$ cat src/rtl/sw_report_ctl.sv
// Switch reporter: synchronises and debounces 8 board switches, then offers each new
// stable value as a UART TX word over valid/ready. Define SW_HEADER_EN for header+data packets.
module sw_report_ctl #(
  parameter int BYTE            = 4,
  parameter int DEBOUNCE_CYCLES = 1000,
  parameter int CNT_W           = 16
) (
  input  logic                                clk,
  input  logic                                reset,
  input  logic [7:0]                          SW,
  input  logic                                read_ready,
  output logic                                read_valid,
  output logic [((BYTE == 1) ? 4 : 16)-1:0]   read_data
);

  localparam int DW = (BYTE == 1) ? 4 : 16;
  localparam logic [DW-1:0]    HDR_WORD = (DW == 4) ? DW'(4'hA) : DW'(16'h00A5);
  localparam logic [CNT_W-1:0] CNT_MAX  = CNT_W'(DEBOUNCE_CYCLES - 1);

  typedef enum logic [1:0] {IDLE, HDR, SEND} state_t;

  state_t            state_q, state_d;
  logic [7:0]        s1_q, s2_q, cand_q, stable_q;
  logic [7:0]        last_q, last_d;
  logic [CNT_W-1:0]  cnt_q;
  logic [DW-1:0]     data_q, data_d;
  logic [DW-1:0]     word;

  // Synchroniser and debounce: any bit change restarts the count, which saturates at CNT_MAX.
  always_ff @(posedge clk) begin
    if (reset) begin
      s1_q     <= '0;
      s2_q     <= '0;
      cand_q   <= '0;
      stable_q <= '0;
      cnt_q    <= '0;
    end else begin
      s1_q <= SW;
      s2_q <= s1_q;
      if (s2_q != cand_q) begin
        cand_q <= s2_q;
        cnt_q  <= '0;
      end else if (cnt_q == CNT_MAX) begin
        stable_q <= cand_q;
      end else begin
        cnt_q <= cnt_q + 1'b1;
      end
    end
  end

  generate
    if (DW == 4) begin : g_narrow
      assign word = stable_q[3:0];
    end else begin : g_wide
      assign word = {8'h00, stable_q};
    end
  endgenerate

  always_ff @(posedge clk) begin
    if (reset) begin
      state_q <= IDLE;
      data_q  <= '0;
      last_q  <= '0;
    end else begin
      state_q <= state_d;
      data_q  <= data_d;
      last_q  <= last_d;
    end
  end

  // Word and last_sent are captured on leaving IDLE, so later stable changes cannot alter a pending report.
  always_comb begin
    state_d = state_q;
    data_d  = data_q;
    last_d  = last_q;
    case (state_q)
      IDLE: begin
        if (stable_q != last_q) begin
          data_d = word;
          last_d = stable_q;
`ifdef SW_HEADER_EN
          state_d = HDR;
`else
          state_d = SEND;
`endif
        end
      end
      HDR:     if (read_ready) state_d = SEND;
      SEND:    if (read_ready) state_d = IDLE;
      default: state_d = IDLE;
    endcase
  end

  always_comb begin
    read_valid = (state_q == HDR) || (state_q == SEND);
    read_data  = (state_q == HDR) ? HDR_WORD : data_q;
  end

endmodule
$ cat config.mk
export PLATFORM = sky130hd
export DESIGN_NAME = sw_report_ctl
export DESIGN_NICKNAME = d
export VERILOG_FILES = /design/src/rtl/sw_report_ctl.sv
export SDC_FILE = /design/constraint.sdc
export NUM_CORES = 1
export LEC_CHECK = 0
export CORE_MARGIN = 2
export CORE_UTILIZATION = 55
export DETAILED_ROUTE_END_ITERATION = 10
export GPL_TIMING_DRIVEN = 0
export PLACE_DENSITY = 0.86
export SLEW_MARGIN = 20
export SYNTH_ARGS = -nofsm -noshare
export SYNTH_HDL_FRONTEND = slang
export SYNTH_SLANG_ARGS = --single-unit
export TNS_END_PERCENT = 1
$ cat constraint.sdc
create_clock -name clk -period 2.35 [get_ports clk]
set_input_delay 0.47 -clock clk [delete_from_list [all_inputs] [get_ports clk]]
set_output_delay 0.47 -clock clk [all_outputs]
set_load 0.03 [all_outputs]
==> out/results.tsv <==
metric	value	unit
path_max_fanout	10	
cpMostUsedCell	buf_6	
grt_pass1_vias	1625	
antenna_found_initial	0	
drt_iter0_drc	65	
syn_to_final_growth	21.0	%
synthCells	244	
grt_pass1_wl	7030	µm
synth.distinct_cells	31	
crit_family	simple AND/OR/NAND/NOR gates	
ant_nets	0	
finalSetupTns	0	ns
critPathBufInv	3	
fin_ws	0.340	ns
core_area	0.00409	mm²
dp_slack	0.329	ns
ctsResizeCount	0	
dieArea	0.00485	mm²
synth_xor_area_share	9.24	%
clk_pin_slew	0.07	ns
nFillCells	326	
h-tree-depth	3	
via_per_inst	5.32	
power_density	740	mW/mm²
rsz0062_at_grt	no	
p_seq_share	46.9	%
cts_root_buf	clkbuf_8	
drc_errors	0	
grt_max_degree	11	
cap_viol_max_count	0	
end_kind	flop	
hold_buffers	0	
synth_compound_area_share	7.13	%
p_int	1.67	mW
p_switching	0.456	mW
hold_path_class	reg -> reg	
critical_path_class	reg -> reg	
maxSlewHeadroom	30.8	%
numPortBuffers	19	
dr_total_vias	1782	
synthMuxAreaShare	3.38	%
switching_share	21.5	%
wl	4050	µm
crit_path_top_delay_cell	or4_1	
dieHeight	69.6	µm
hpwl	2820	µm
synthAdderAreaFrac	0.528	%
seq_area	0.00114	mm²
n_antenna_cell	0	
skew	0.00926	ns
p_comb_share	6.5	%
syn_avg_cell_area	9.71	µm²
final_core_util	70.1	%
yosysWarnings	0	
multi_input_area	0.00111	mm²
initial_core_util	58.0	%
io_pins	28	
critPathArrivalTime	2.26	ns
grt_usage	18.0	%
clockBufferDepth	2	
final-max-slew-violation-count	0	
min_period	2.01	ns
cts.sinks	57	
worst_pin_slew	1.03	ns
cts_tree	built	
detail_route.wl_per_cell	12.1	µm
postCtsSetupRepairBufs	0	
p_leak	1.13	nW
worstSetupStartpointType	flop	
die_w	69.6	µm
crit_path_max_incr_delay	0.54	ns
status	finished, final reports clean	
max_freq	0.498	GHz
hold_violations	0	
cp_cell_sequence	xor2_1 -> or4_1 -> buf_6 -> or3_4 -> buf_6 -> buf_6 -> nor2_1	
numCtsBuffers	9	
period_share	85.5	%
yosysSeqAreaShare	48.2	%
synth_top_family_by_area	simple AND/OR/NAND/NOR gates	
nets	293	
rrSetupSlack	0.34	ns
syn-cell-area	0.00237	mm²
peakVddDrop	454	µV
clk_latency	0.33	ns
drt_first_pass_iters	4	
drive_gt1_share	10.2	%
ys_ff_latch	57	
p_clk_share	46.6	%
grt_overflow	0	
synthSimpleGateAreaFrac	25.4	%
critPathRequiredTime	2.60	ns
gp_congestion	0.797	
fp-row-count	23	
setup_viol	0	
worst register-to-register path: cells and delay by family, from the launching register on:
kind / cells / cell delay [ns]
flip-flops: 1 / 0.32
XOR/XNOR: 1 / 0.16
buffers and inverters: 3 / 0.44
AND/OR/NAND/NOR: 3 / 1.02
layer usage:
metal / up-vias / GRT usage, % / routed length [µm]
li1: 905 / - / -
met1: 829 / 21.8 / 1920
met2: 36 / 29.2 / 1870
met3: 12 / 5.09 / 159
met4: 0 / 9.19 / 99
met5: - / 0 / 0
flip-flops by register name, summed over array words and instances, names as in the netlist:
register	flops
cand_q	8
cnt_q	16
data_q	8
s1_q	8
s2_q	8
stable_q	8
state_q	1
logic make-up after synthesis:
| logic type | count (synthesis) |
|---|---|
| XOR/XNOR | 25 |
| other | 1 |
| buffers and inverters | 22 |
| AO/OA/AOI/OAI | 28 |
| adder cells (fa/ha/maj) | 1 |
| AND/OR/NAND/NOR | 102 |
| flip-flops | 57 |
| multiplexers | 8 |
final timing paths:
check / from / cells after the start / to
worst max-delay path: cand_q[3]$_SDFFE_PP0P_ / 7 / cnt_q[9]$_SDFFE_PP0P_
worst min-delay path: s1_q[5]$_SDFF_PP0_ / 1 / s2_q[5]$_SDFF_PP0_
worst max register to register: cand_q[3]$_SDFFE_PP0P_ / 7 / cnt_q[9]$_SDFFE_PP0P_
worst min register to register: s1_q[5]$_SDFF_PP0_ / 1 / s2_q[5]$_SDFF_PP0_
stage by stage:
stage | hold slack [ns] | instance area [µm²] | cells | power, mW
after floorplan | 0.414 | 2390 | 251 | 1.12
after global placement | 0.417 | 2650 | 320 | 1.15
after detailed placement | 0.422 | 2650 | 320 | 1.15
after CTS | 0.438 | 2870 | 335 | 2.14
after global routing | 0.453 | 2870 | 335 | 2.21
final | 0.439 | 2870 | 335 | 2.12
final cells by class:
class,instances,share of cell area [%]
multi-input combinational,172,38.8
inverter,2,0.262
clock inverter,5,2.79
tap,50,2.18
timing repair buffer,19,6.64
sequential,57,39.8
clock buffer,10,4.80
buffer,20,4.72
synth_stat cells (all sizes together):
master  number  share of area [%]
inv          2               0.32
buf         12                4.4
nand2b      17                4.5
a41o         1               0.42
dfxtp       57                 48
nor3         3               0.63
and2         1               0.26
o31ai        8                2.5
nand4       12                3.2
nor4         3               0.79
nor4b        2               0.74
o21ai        4               0.85
or3          6                1.8
and4         3                1.1
xnor2        8                3.0
nor2        13                2.1
nand3        5                1.1
clkbuf       8                1.3
or4          3               0.95
mux2i        8                3.4
xor2        17                6.3
nor2b       24                6.3
nor3b        1               0.32
a21oi       15                3.3
and3         2               0.53
ha           1               0.53
conb         1               0.16
nand2        7                1.1
cells in the final DEF, fill, tap and decap left out, types with 2 or more instances in the layout:
| master | n |
|---|---|
| nand4_1 | 12 |
| nand2b_1 | 17 |
| nor4b_1 | 2 |
| nand2_1 | 7 |
| clkdlybuf4s50_1 | 19 |
| o21ai_0 | 4 |
| o31ai_1 | 8 |
| nor4_1 | 3 |
| and4_1 | 3 |
| nand3_1 | 5 |
| and3_1 | 2 |
| conb_1 | 8 |
| dfxtp_1 | 57 |
| clkbuf_8 | 10 |
| xor2_1 | 17 |
| inv_1 | 2 |
| xnor2_1 | 8 |
| or4_1 | 3 |
| mux2i_1 | 8 |
| nor2_1 | 13 |
| a21oi_1 | 14 |
| buf_4 | 8 |
| clkbuf_1 | 8 |
| buf_6 | 4 |
| or3_1 | 5 |
| nor2b_1 | 24 |
| nor3_1 | 3 |
| bufinv_16 | 2 |
| clkinvlp_4 | 2 |
power by group through the flow:
stage | logic (mW) | registers [mW] | clock network [mW]
3_3_place_gp | 0.136 | 1.01 | 0
4_1_cts | 0.139 | 0.994 | 1.01
3_5_place_dp | 0.138 | 1.02 | 0
5_1_grt | 0.151 | 0.996 | 1.06
6_report | 0.138 | 0.994 | 0.989
2_1_floorplan | 0.105 | 1.01 | 0
(Power assumes the default switching activity.)
